$ cat config.mk
export PLATFORM = sky130hd
export DESIGN_NAME = grid_scan_controller
export DESIGN_NICKNAME = d
export VERILOG_FILES = /design/src/rtl/snake_pkg.sv /design/src/rtl/grid_counter.sv /design/src/rtl/grid_scan_controller.sv
export SDC_FILE = /design/constraint.sdc
export NUM_CORES = 1
export LEC_CHECK = 0
export CAP_MARGIN = 0
export CORE_MARGIN = 5
export CORE_UTILIZATION = 49
export CTS_CLUSTER_DIAMETER = 120
export DETAILED_ROUTE_END_ITERATION = 12
export PLACE_DENSITY = 0.93
export SYNTH_ARGS = -nofsm -noshare
export SYNTH_HDL_FRONTEND = slang
export SYNTH_SLANG_ARGS = --single-unit
$ cat constraint.sdc
create_clock -name clk -period 4.4 [get_ports clk]
set_clock_uncertainty 0.1 [all_clocks]
set_input_delay 0.88 -clock clk [delete_from_list [all_inputs] [get_ports clk]]
set_output_delay 0.88 -clock clk [all_outputs]
set_load 0.05 [all_outputs]
$ cat src/rtl/snake_pkg.sv
// Shared definitions for the snake display scan path: FSM states, pixel
// object codes, grid size and the colour priority encoder.
package snake_pkg;

  localparam int unsigned GRID_MAX = 15;

  typedef enum logic [1:0] {
    ST_IDLE = 2'd0,
    ST_SCAN = 2'd1,
    ST_DONE = 2'd2
  } state_t;

  localparam logic [2:0] COLOR_BG     = 3'd0;
  localparam logic [2:0] COLOR_BORDER = 3'd1;
  localparam logic [2:0] COLOR_HEAD   = 3'd2;
  localparam logic [2:0] COLOR_BODY   = 3'd3;
  localparam logic [2:0] COLOR_APPLE  = 3'd4;

  // Border wins over head so a head on the wall is drawn as wall.
  function automatic logic [2:0] pick_color(
    input logic border,
    input logic head,
    input logic body,
    input logic apple
  );
    if (border)     return COLOR_BORDER;
    else if (head)  return COLOR_HEAD;
    else if (body)  return COLOR_BODY;
    else if (apple) return COLOR_APPLE;
    else            return COLOR_BG;
  endfunction

endpackage

$ cat src/rtl/grid_counter.sv
// Raster-order x/y cell counter with clear, advance enable and a flag
// marking the final cell of the grid.
module grid_counter #(
  parameter int unsigned GRID_MAX = 15,
  parameter int unsigned CW       = 4
) (
  input  logic          clk,
  input  logic          rst,
  input  logic          clear,
  input  logic          enable,
  output logic [CW-1:0] x,
  output logic [CW-1:0] y,
  output logic          last
);

  localparam logic [CW-1:0] MAX = CW'(GRID_MAX);

  logic x_end;
  logic y_end;

  assign x_end = (x == MAX);
  assign y_end = (y == MAX);
  assign last  = x_end && y_end;

  always_ff @(posedge clk) begin
    if (rst || clear) begin
      x <= '0;
      y <= '0;
    end else if (enable) begin
      if (x_end) begin
        x <= '0;
        y <= y_end ? '0 : y + CW'(1);
      end else begin
        x <= x + CW'(1);
      end
    end
  end

endmodule

$ cat src/rtl/grid_scan_controller.sv
// Walks every grid cell once per frame, hands the object code for each cell
// to the display writer and records whether the head collided this frame.
module grid_scan_controller #(
  parameter int unsigned GRID_MAX = snake_pkg::GRID_MAX,
  parameter int unsigned FCNT_W   = 8,
  localparam int unsigned CW      = $clog2(GRID_MAX + 1)
) (
  input  logic              clk,
  input  logic              rst,
  input  logic              start,
  output logic [CW-1:0]     x,
  output logic [CW-1:0]     y,
  input  logic              isBorder,
  input  logic              isHead,
  input  logic              isBody,
  input  logic              isApple,
  output logic              pix_valid,
  input  logic              pix_ready,
  output logic [2:0]        pix_color,
  output logic              busy,
  output logic              frame_done,
  output logic              collision,
  output logic [FCNT_W-1:0] frame_cnt
);

  import snake_pkg::*;

  state_t state;
  state_t state_next;

  logic transfer;
  logic last_cell;
  logic cnt_clear;
  logic hit;

  grid_counter #(
    .GRID_MAX (GRID_MAX),
    .CW       (CW)
  ) u_grid_counter (
    .clk    (clk),
    .rst    (rst),
    .clear  (cnt_clear),
    .enable (transfer),
    .x      (x),
    .y      (y),
    .last   (last_cell)
  );

  always_ff @(posedge clk) begin
    if (rst) state <= ST_IDLE;
    else     state <= state_next;
  end

  always_comb begin
    state_next = state;
    unique case (state)
      ST_IDLE: if (start) state_next = ST_SCAN;
      ST_SCAN: if (transfer && last_cell) state_next = ST_DONE;
      ST_DONE: state_next = ST_IDLE;
      default: state_next = ST_IDLE;
    endcase
  end

  always_comb begin
    pix_valid  = 1'b0;
    busy       = 1'b0;
    frame_done = 1'b0;
    cnt_clear  = 1'b0;
    unique case (state)
      ST_IDLE: cnt_clear = 1'b1;
      ST_SCAN: begin
        pix_valid = 1'b1;
        busy      = 1'b1;
      end
      ST_DONE: begin
        busy       = 1'b1;
        frame_done = 1'b1;
      end
      default: cnt_clear = 1'b1;
    endcase
  end

  assign transfer  = pix_valid && pix_ready;
  assign pix_color = pick_color(isBorder, isHead, isBody, isApple);

  // hit from the last transfer is registered before DONE, so DONE sees it.
  always_ff @(posedge clk) begin
    if (rst) begin
      hit       <= 1'b0;
      collision <= 1'b0;
      frame_cnt <= '0;
    end else begin
      unique case (state)
        ST_IDLE: if (start) hit <= 1'b0;
        ST_SCAN: if (transfer && isHead && (isBorder || isBody)) hit <= 1'b1;
        ST_DONE: begin
          collision <= hit;
          frame_cnt <= frame_cnt + FCNT_W'(1);
        end
        default: hit <= 1'b0;
      endcase
    end
  end

endmodule

* After elaboration in Yosys (flattened, before gate mapping)
Cells that the tools add are included.
Storage, ports and cells: bits in registers 20, bits of input ports 8, logic and storage cells 45
Cells by class: add/subtract/negate cells 3, equal/unequal tests 7, multiplexer cells 16, bitwise operators 1, reductions and logical operators 12
Operators with widths (count):
- 3-bit two-way mux | 4
- 4-bit by 1-bit adder with 4-bit output, second input constant | 2
- 8-bit by 1-bit adder with 8-bit output, second input constant | 1
- 4-bit equality test, second input constant | 2
- 4-bit two-way mux | 2
- 1-bit two-way mux | 6
- 2-bit inequality test, second input constant | 3
- 1-bit logical AND | 5
- 2-bit two-way mux | 2
- 2-bit case mux with 2 select lines | 1
- 2-bit AND reduction | 2
- 1-bit case mux with 3 select lines | 1
- 3-bit AND reduction | 1
- 2-bit by 1-bit equality test with 1-bit output, second input constant | 1
- 2-bit equality test, second input constant | 1
- 2-bit zero test | 1
- 1-bit logical OR | 2
- 2-bit OR reduction | 1
- 1-bit NOT | 1

* Depth between registers and ports, before layout
Gate-level depths: netlist (run 1).
depth after elaboration 7, depth in mapped cells 7, gate-level depth less buffers 6

* Cells and area by module
From an unflattened synthesis (run 1), not the netlist that was laid out.
Second synthesis, totals: cells, all modules 111, area total of the unflattened synthesis 996.0 um^2
By module, submodules not included:
- grid_scan_controller | instances 1, cells each 69, area each 615.6 um^2
- grid_counter | instances 1, cells each 42, area each 380.4 um^2

* Worst setup path after synthesis (run 1)
OpenSTA, ideal clock, no wires.
kind input port to output port, start in isBorder, end out pix_color[2], arrival 2537 ps, path slack 883 ps, stages on the path 1, path buffers 0, cell sequence nor4b_1
On the way: cells in the longest elaborated chain, start to end 1
RTL lines:
- start: declaration | line grid_scan_controller.sv:13 | input logic isBorder,
- 3-bit two-way mux | line snake_pkg.sv:26 | if (border) return COLOR_BORDER;
- end: declaration | line grid_scan_controller.sv:19 | output logic [2:0] pix_color,
No other way between the ends.

* Worst setup path after layout (run 1)
Same ends and word-level chain as after synthesis.

==> flow_summary.html, run 1 <==
<table>
<tr><th>Metric</th><th>Value</th></tr>
<tr><th colspan="2">CTS</th></tr>
<tr><td>Total number of clock tree sinks</td><td>20</td></tr>
<tr><td>Deepest level of the CTS H-tree</td><td>1</td></tr>
<tr><td>Number of post-CTS setup repair buffers</td><td>0</td></tr>
<tr><td>Post-cts hold buffer count</td><td>0</td></tr>
<tr><td>Clock transition at the registers of the reported paths</td><td>roughly 110 ps</td></tr>
<tr><td>CTS root buf</td><td>clkbuf_4</td></tr>
<tr><td>Number of buffers inserted during clock tree synthesis</td><td>3</td></tr>
<tr><td>CTS resizes</td><td>0</td></tr>
<tr><td>TritonCTS clock tree</td><td>built</td></tr>
<tr><td>Number of buffers between clock root and the deepest sink</td><td>2</td></tr>
<tr><td>Insertion delay to the later sink of the worst-skew pair</td><td>around 290 ps</td></tr>
<tr><th colspan="2">Route</th></tr>
<tr><td>Aggregate routed wire length</td><td>around 2.2 mm</td></tr>
<tr><td>Pre-Repair DR Iteration Count</td><td>4</td></tr>
<tr><td>Final routed wire length divided by cell count</td><td>12.30 um</td></tr>
<tr><td>Antenna violation net count after detailed routing</td><td>0</td></tr>
<tr><td>DRC</td><td>0</td></tr>
<tr><td>Via-to-Cell Ratio</td><td>around 5.3</td></tr>
<tr><td>Number of DRC markers in iteration 0</td><td>20</td></tr>
<tr><td>Vias</td><td>~930</td></tr>
<tr><th colspan="2">Power and ir drop</th></tr>
<tr><td>Total power of the final layout</td><td>0.3921 mW</td></tr>
<tr><td>Fraction of power consumed by combinational cells</td><td>roughly 25%</td></tr>
<tr><td>Internal power</td><td>0.2709 mW</td></tr>
<tr><td>Clock share of power</td><td>26.7%</td></tr>
<tr><td>Proportion of power drawn by flip-flops and latches</td><td>48.1%</td></tr>
<tr><td>PD cells</td><td>around 290 nW/um^2</td></tr>
<tr><td>Leak Pwr</td><td>0.4911 nW</td></tr>
<tr><td>Worst VDD drop</td><td>about 0.28 mV</td></tr>
<tr><td>Power dissipated by switching net loads</td><td>0.1211 mW</td></tr>
<tr><td>Proportion of total power due to net switching</td><td>a little under a third</td></tr>
<tr><th colspan="2">Setup path</th></tr>
<tr><td>Critical Path Max Stage Delay</td><td>860 ps</td></tr>
<tr><td>Worst reg-to-reg path cell count</td><td>5</td></tr>
<tr><td>Largest driver fanout on the critical path</td><td>4</td></tr>
<tr><td>Slowest CP cell</td><td>clkdlybuf4s50_1</td></tr>
<tr><td>Crit path kind</td><td>input port to primary output</td></tr>
<tr><td>Data required time of the critical path</td><td>approximately 3400 ps</td></tr>
<tr><td>CP Buf/Inv Count</td><td>2</td></tr>
<tr><td>Endpoint class of the critical path</td><td>primary output</td></tr>
<tr><td>Endpoint arrival time on the critical path</td><td>between 2000 and 3000 ps</td></tr>
<tr><td>Kind of cell adding the most delay to the critical path</td><td>buffers and inverters</td></tr>
<tr><td>Crit. path cell count</td><td>3</td></tr>
<tr><td>Critical path launch point type</td><td>input port</td></tr>
<tr><td>Cell mode on critical path</td><td>clkdlybuf4s50_1</td></tr>
<tr><td>Ordered cell list for the critical path</td><td>clkdlybuf4s50_1 &gt; nor4b_1 &gt; clkdlybuf4s50_1</td></tr>
<tr><th colspan="2">Global route</th></tr>
<tr><td>Initial antenna violation count</td><td>0</td></tr>
<tr><td>Residual overflow from global routing</td><td>0</td></tr>
<tr><td>GRT Overall Usage</td><td>around 15%</td></tr>
<tr><td>Wire length of the first global-routing pass</td><td>about 3.8 mm</td></tr>
<tr><td>Via count of the first global-routing pass</td><td>930</td></tr>
<tr><td>Pin count of the biggest net entering global routing</td><td>16</td></tr>
<tr><th colspan="2">STA</th></tr>
<tr><td>Number of hold-slack violations in the final timing report</td><td>0</td></tr>
<tr><td>Pin slew with the least headroom to its limit</td><td>510.6 ps</td></tr>
<tr><td>Post-route setup TNS</td><td>0 ps</td></tr>
<tr><td>Shortest period the worst path allows</td><td>3515 ps</td></tr>
<tr><td>Number of setup violations in the final report</td><td>0</td></tr>
<tr><td>Final-report max-slew violation count</td><td>0</td></tr>
<tr><td>Setup repair after global routing missed its margin</td><td>no</td></tr>
<tr><td>F_max</td><td>between 200 and 300 MHz</td></tr>
<tr><td>Max-slew headroom at the worst pin</td><td>65.86%</td></tr>
<tr><td>Final cycle utilization of the critical path</td><td>around 80%</td></tr>
<tr><th colspan="2">Synth</th></tr>
<tr><td>Cell accounting for the most synthesized area</td><td>dfxtp_1</td></tr>
<tr><td>Share of synthesized registers carrying an async set or reset</td><td>0%</td></tr>
<tr><td>Mean Syn Cell Area</td><td>approximately 8.6 sq um</td></tr>
<tr><td>Count of synthesis-stage warnings from yosys</td><td>0</td></tr>
<tr><td>Post-synth top area share</td><td>39.07%</td></tr>
<tr><td>Dominant synthesized flop cell</td><td>dfxtp_1</td></tr>
<tr><td>Total standard cell area after synthesis</td><td>a little over 1000 sq um</td></tr>
<tr><td>Post-synth EDFFs</td><td>0</td></tr>
<tr><td>Register bit total from synthesis</td><td>20</td></tr>
<tr><td>Synthesized netlist cell count</td><td>roughly 120</td></tr>
<tr><td>Nets in the synthesized netlist</td><td>roughly 130</td></tr>
<tr><td>Synth top area cells</td><td>dfxtp_1 (39%), ha_1 (8.5%), nor2_1 (5.9%)</td></tr>
<tr><td>Cell variety after synth</td><td>31</td></tr>
<tr><td>Sequential fraction of the synthesis area</td><td>around two fifths</td></tr>
<tr><th colspan="2">Placement</th></tr>
<tr><td>IO Port Bufs</td><td>30</td></tr>
<tr><td>Detailed Place HPWL</td><td>between 1.5 and 2 mm</td></tr>
<tr><td>RePlAce Congestion</td><td>roughly 0.76</td></tr>
<tr><th colspan="2">Finish</th></tr>
<tr><td>Synthesis-to-layout area growth</td><td>33.94%</td></tr>
<tr><td>Most frequent standard cell in the layout excluding fill and tap cells</td><td>clkdlybuf4s50_1</td></tr>
<tr><td>N_diodes</td><td>0</td></tr>
<tr><td>Most frequent cells in the layout</td><td>clkdlybuf4s50_1 (30), dfxtp_1 (20), nor2_1 (16), nand2_1 (12), a21oi_1 (9)</td></tr>
<tr><td>Fraction of final layout cells with drive strength greater than 1</td><td>under 10%</td></tr>
<tr><td>Nets@finish</td><td>165</td></tr>
<tr><th colspan="2">Run</th></tr>
<tr><td>Max-cap viol count</td><td>0</td></tr>
<tr><th colspan="2">Floorplan</th></tr>
<tr><td>Core area</td><td>1982 sq um</td></tr>
<tr><td>IO Count</td><td>31</td></tr>
<tr><td># rows</td><td>16</td></tr>
<tr><td>Area of the die</td><td>a little over 3000 sq um</td></tr>
<tr><td>Die boundary width</td><td>55.73 um</td></tr>
<tr><td>Initial Util</td><td>about half</td></tr>
<tr><td>Die extent in y</td><td>between 50 and 60 um</td></tr>
<tr><th colspan="2">Status</th></tr>
<tr><td>Outcome</td><td>finished, final reports clean</td></tr>
<tr><th colspan="2">Min path</th></tr>
<tr><td>Number of instances on the worst hold path</td><td>2</td></tr>
<tr><td>Worst min-delay path class</td><td>flip-flop to flip-flop</td></tr>
</table>
## logic make-up after synthesis
| group | share of synthesized area (%) |
|---|---|
| AO/OA/AOI/OAI | 11.48 |
| XOR/XNOR | 6.838 |
| adder cells (fa/ha/maj) | 8.547 |
| buffers and inverters | 4.029 |
| flip-flops | 39.07 |
| multiplexers | 1.954 |
| AND/OR/NAND/NOR | 28.08 |
## layout make-up
type                            instances  area (sq um)
Tap cell                               27         33.78
Timing Repair Buffer                   30         300.3
Multi-Input combinational cell         90         583.1
Sequential cell                        20         400.4
Inverter                                5         18.77
Clock buffer                            4         36.28
Fill cell                             155         609.3
## per-layer routing
layer	share of wire, %	GRT usage (%)	vias to the layer above
li1	-	-	475
met4	0	4.514	0
met3	5.3	4.872	0
met1	44	15.55	429
met5	0	0	-
met2	51	27.03	27
## final timing paths
path                                   start      endpoint  slack, ps
worst max-delay path                isBorder  pix_color[2]        880
worst min-delay path            frame_cnt[7]  frame_cnt[7]        400
worst max register to register      state[0]  frame_cnt[7]       2630
worst min register to register  frame_cnt[7]  frame_cnt[7]        400
## state kept, by name, summed over array words and instances (netlist names)
name,count
u_grid_counter.x,4
frame_cnt,8
state,2
u_grid_counter.y,4
collision,1
hit,1
## power by group through the flow
stage               clock (mW)  sequential [mW]  combinational (mW)
floorplan                    0            0.193              0.0718
global placement             0            0.192              0.0964
detailed placement           0            0.193              0.0984
CTS                      0.108            0.189              0.0992
global route             0.118            0.189               0.107
finish                   0.105            0.189              0.0988
## worst reg2reg max path, cell delays in order (launching register included)
cell and delay (ps):
dfxtp_1 350, inv_1 110, ha_1 440, nand4_4 180
or3_1 380, a21oi_1 140
## per-stage QoR
stage	cells	area (sq um)	hold slack (ps)	utilization (%)	setup WS, ps
finish	176	1373	396.9	69.26	884.6
global route	176	1373	428.0	69.26	834.9
CTS	176	1373	397.9	69.26	874.2
detailed placement	172	1336	382.4	67.42	873.4
global placement	172	1336	370.1	67.42	924.0
floorplan	119	1025	364.6	-	883.1
## cell usage after synthesis (3+ instances only)
| master | instances |
|---|---|
| nand2_1 | 12 |
| ha_1 | 7 |
| nand3_1 | 4 |
| a21oi_1 | 9 |
| o21ai_0 | 5 |
| xor2_1 | 6 |
| nor3_1 | 5 |
| dfxtp_1 | 20 |
| nor2_1 | 16 |
| or3_1 | 3 |
| inv_1 | 5 |
No activity file was read; power rests on OpenSTA's default activity.
==> run 2, diff against run 1 <==
--- a/config.mk
+++ b/config.mk
@@ -7,10 +7,10 @@
 export LEC_CHECK = 0
 export CAP_MARGIN = 0
 export CORE_MARGIN = 5
-export CORE_UTILIZATION = 49
+export CORE_UTILIZATION = 45
 export CTS_CLUSTER_DIAMETER = 120
 export DETAILED_ROUTE_END_ITERATION = 12
-export PLACE_DENSITY = 0.93
+export PLACE_DENSITY = 0.87
 export SYNTH_ARGS = -nofsm -noshare
 export SYNTH_HDL_FRONTEND = slang
 export SYNTH_SLANG_ARGS = --single-unit
==> constraint.sdc (replaced) <==
create_clock -name clk -period 3.4 [get_ports clk]
set_clock_uncertainty 0.1 [all_clocks]
set_input_delay 0.68 -clock clk [delete_from_list [all_inputs] [get_ports clk]]
set_output_delay 0.68 -clock clk [all_outputs]
set_load 0.05 [all_outputs]
==> flow_summary.html, run 2 (synthesized netlist as in run 1, its figures left out) <==
<table>
<tr><th>Metric</th><th>Value</th></tr>
<tr><th colspan="2">Setup path</th></tr>
<tr><td>Crit path kind</td><td>input port to primary output</td></tr>
<tr><td>Ordered cell list for the critical path</td><td>clkdlybuf4s50_1 &gt; nor2_1 &gt; nor2_1 &gt; clkdlybuf4s50_1</td></tr>
<tr><td>Slowest CP cell</td><td>clkdlybuf4s50_1</td></tr>
<tr><td>Worst reg-to-reg path cell count</td><td>5</td></tr>
<tr><td>Launch instance of the worst register-to-register path</td><td>state[0]</td></tr>
<tr><td>Largest driver fanout on the critical path</td><td>4</td></tr>
<tr><td>Endpoint arrival time on the critical path</td><td>~2200 ps</td></tr>
<tr><td>Critical Path Max Stage Delay</td><td>just over 800 ps</td></tr>
<tr><td>Endpoint class of the critical path</td><td>primary output</td></tr>
<tr><td>Critical path launch point type</td><td>input port</td></tr>
<tr><td>Data required time of the critical path</td><td>~2600 ps</td></tr>
<tr><td>Kind of cell adding the most delay to the critical path</td><td>buffers and inverters</td></tr>
<tr><td>R2r endpoint</td><td>frame_cnt[7]</td></tr>
<tr><td>Reg-to-reg setup timing slack</td><td>around 1600 ps</td></tr>
<tr><td>CP Buf/Inv Count</td><td>2</td></tr>
<tr><th colspan="2">Finish</th></tr>
<tr><td>Number of fillers in the final layout</td><td>around 200</td></tr>
<tr><td>N_diodes</td><td>0</td></tr>
<tr><td>Fin util</td><td>62.59%</td></tr>
<tr><td>Most frequent standard cell in the layout excluding fill and tap cells</td><td>clkdlybuf4s50_1</td></tr>
<tr><td>Registers with the most flip-flops</td><td>frame_cnt (8), u_grid_counter.x (4), u_grid_counter.y (4)</td></tr>
<tr><td>Synthesis-to-layout area growth</td><td>33.82%</td></tr>
<tr><td>Final non-filler cell area</td><td>~1400 sq um</td></tr>
<tr><td>Nets@finish</td><td>165</td></tr>
<tr><td>Most frequent cells in the layout</td><td>clkdlybuf4s50_1 (29), dfxtp_1 (20), nor2_1 (16), nand2_1 (12), a21oi_1 (9)</td></tr>
<tr><td>Register containing the most flip-flops in the final layout</td><td>frame_cnt</td></tr>
<tr><td>Fraction of final layout cells with drive strength greater than 1</td><td>about 6.7%</td></tr>
<tr><td>Flip-flop count of the largest register, all copies and words added</td><td>8</td></tr>
<tr><th colspan="2">Floorplan</th></tr>
<tr><td>Initial Util</td><td>a little under half</td></tr>
<tr><td>IO Count</td><td>31</td></tr>
<tr><td>Die boundary width</td><td>~58 um</td></tr>
<tr><td>Die extent in y</td><td>slightly below 60 um</td></tr>
<tr><td>Core area</td><td>approximately 2200 sq um</td></tr>
<tr><td>Area of the die</td><td>~3300 sq um</td></tr>
<tr><td># rows</td><td>17</td></tr>
<tr><th colspan="2">STA</th></tr>
<tr><td>Final-report max-slew violation count</td><td>0</td></tr>
<tr><td>Setup repair after global routing missed its margin</td><td>no</td></tr>
<tr><td>Shortest period the worst path allows</td><td>between 2000 and 3000 ps</td></tr>
<tr><td>Post-route setup TNS</td><td>0 ps</td></tr>
<tr><td>Max-slew headroom at the worst pin</td><td>around 64%</td></tr>
<tr><td>F_max</td><td>between 300 and 400 MHz</td></tr>
<tr><td>Number of hold-slack violations in the final timing report</td><td>0</td></tr>
<tr><td>Number of setup violations in the final report</td><td>0</td></tr>
<tr><td>Final cycle utilization of the critical path</td><td>~87%</td></tr>
<tr><td>Pin slew with the least headroom to its limit</td><td>533.2 ps</td></tr>
<tr><th colspan="2">Power and ir drop</th></tr>
<tr><td>Fraction of power consumed by combinational cells</td><td>25.4%</td></tr>
<tr><td>Internal power</td><td>0.3512 mW</td></tr>
<tr><td>Worst VDD drop</td><td>0.4214 mV</td></tr>
<tr><td>Clock share of power</td><td>26.8%</td></tr>
<tr><td>Leak Pwr</td><td>0.4930 nW</td></tr>
<tr><td>Proportion of power drawn by flip-flops and latches</td><td>a little under half</td></tr>
<tr><td>Power dissipated by switching net loads</td><td>around 0.16 mW</td></tr>
<tr><td>Proportion of total power due to net switching</td><td>between 30% and 40%</td></tr>
<tr><td>PD cells</td><td>372.6 nW/um^2</td></tr>
<tr><th colspan="2">Placement</th></tr>
<tr><td>Detailed Place HPWL</td><td>between 1.5 and 2 mm</td></tr>
<tr><td>DP Area</td><td>roughly 1300 sq um</td></tr>
<tr><td>IO Port Bufs</td><td>30</td></tr>
<tr><td>RePlAce Congestion</td><td>0.7659</td></tr>
<tr><th colspan="2">Global route</th></tr>
<tr><td>Via count of the first global-routing pass</td><td>937</td></tr>
<tr><td>GRT Overall Usage</td><td>roughly 14%</td></tr>
<tr><td>Wire length of the first global-routing pass</td><td>~3.8 mm</td></tr>
<tr><td>Pin count of the biggest net entering global routing</td><td>16</td></tr>
<tr><td>Residual overflow from global routing</td><td>0</td></tr>
<tr><td>Initial antenna violation count</td><td>0</td></tr>
<tr><th colspan="2">CTS</th></tr>
<tr><td>Deepest level of the CTS H-tree</td><td>1</td></tr>
<tr><td>Number of buffers inserted during clock tree synthesis</td><td>3</td></tr>
<tr><td>Post-cts hold buffer count</td><td>0</td></tr>
<tr><td>Clock transition at the registers of the reported paths</td><td>110 ps</td></tr>
<tr><td>CTS resizes</td><td>0</td></tr>
<tr><td>CTS root buf</td><td>clkbuf_4</td></tr>
<tr><td>Number of buffers between clock root and the deepest sink</td><td>2</td></tr>
<tr><td>Insertion delay to the later sink of the worst-skew pair</td><td>about 300 ps</td></tr>
<tr><td>Total number of clock tree sinks</td><td>20</td></tr>
<tr><td>Number of post-CTS setup repair buffers</td><td>0</td></tr>
<tr><td>TritonCTS clock tree</td><td>built</td></tr>
<tr><th colspan="2">Route</th></tr>
<tr><td>Antenna violation net count after detailed routing</td><td>0</td></tr>
<tr><td>Vias</td><td>about 950</td></tr>
<tr><td>Via-to-Cell Ratio</td><td>5.350</td></tr>
<tr><td>Final routed wire length divided by cell count</td><td>~14 um</td></tr>
<tr><td>DRC</td><td>0</td></tr>
<tr><td>Number of DRC markers in iteration 0</td><td>21</td></tr>
<tr><td>Pre-Repair DR Iteration Count</td><td>4</td></tr>
<tr><td>Aggregate routed wire length</td><td>roughly 2.4 mm</td></tr>
<tr><th colspan="2">Min path</th></tr>
<tr><td>Hold endpoint</td><td>frame_cnt[7]</td></tr>
<tr><td>Worst min-delay path startpoint</td><td>frame_cnt[7]</td></tr>
<tr><td>Number of instances on the worst hold path</td><td>2</td></tr>
<tr><td>Worst min-delay path class</td><td>flip-flop to flip-flop</td></tr>
<tr><th colspan="2">Status</th></tr>
<tr><td>Outcome</td><td>finished, final reports clean</td></tr>
<tr><th colspan="2">Run</th></tr>
<tr><td>Max-cap viol count</td><td>0</td></tr>
</table>
-- run 2: changes by cell type in the layout (fill, tap and decap cells not counted) --
cell	previous run	this run
buf_4	0	1
clkdlybuf4s50_1	30	29
-- run 2: layout make-up --
class,instances,area [sq um],share of cell area (%)
multi-input combinational,90,583.1,42.52
sequential,20,400.4,29.20
timing repair buffer,30,297.8,21.72
clock buffer,4,36.28,2.646
tap,28,35.03,2.555
inverter,5,18.77,1.369
-- run 2: how the worst max path moves through the flow --
| stage | to | from | slack [ps] | cells after the start |
|---|---|---|---|---|
| after detailed placement | pix_color[1] | isHead | 450 | 4 |
| final | pix_color[1] | isHead | 450 | 4 |
| after global placement | pix_color[1] | isHead | 480 | 4 |
| after CTS | pix_color[1] | isHead | 440 | 4 |
| after floorplan | pix_color[2] | isBorder | 280 | 1 |
| after global routing | pix_color[1] | isHead | 400 | 4 |
-- run 2: power by group through the flow --
stage / registers [mW] / clock network, mW / logic, mW
2_1_floorplan: 0.250 / 0 / 0.0929
3_3_place_gp: 0.249 / 0 / 0.125
3_5_place_dp: 0.250 / 0 / 0.129
4_1_cts: 0.244 / 0.140 / 0.131
5_1_grt: 0.245 / 0.153 / 0.140
6_report: 0.244 / 0.137 / 0.130
-- run 2: metrics by stage --
stage	setup slack [ps]	hold WS [ps]	total power [mW]	cells
after floorplan	283.1	364.6	0.3432	119
after global placement	479.9	367.9	0.3736	173
after detailed placement	451.9	389.6	0.3785	173
after CTS	444.2	406.2	0.5150	177
after global routing	395.3	421.4	0.5382	177
final	447.5	421.4	0.5109	177
-- run 2: worst reg2reg max path, cell delays in order (launching register included) --
cell and delay (ps):
dfxtp_1 350, inv_1 110, ha_1 440, nand4_4 180
or3_1 390, a21oi_1 150
-- run 2: layer usage --
metal / global-route usage, % / vias up / share of wire [%]
met5: 0 / - / 0
met4: 5.960 / 0 / 1.3
met3: 2.673 / 4 / 6.3
met2: 27.10 / 33 / 52
met1: 15.05 / 440 / 40
li1: - / 470 / -
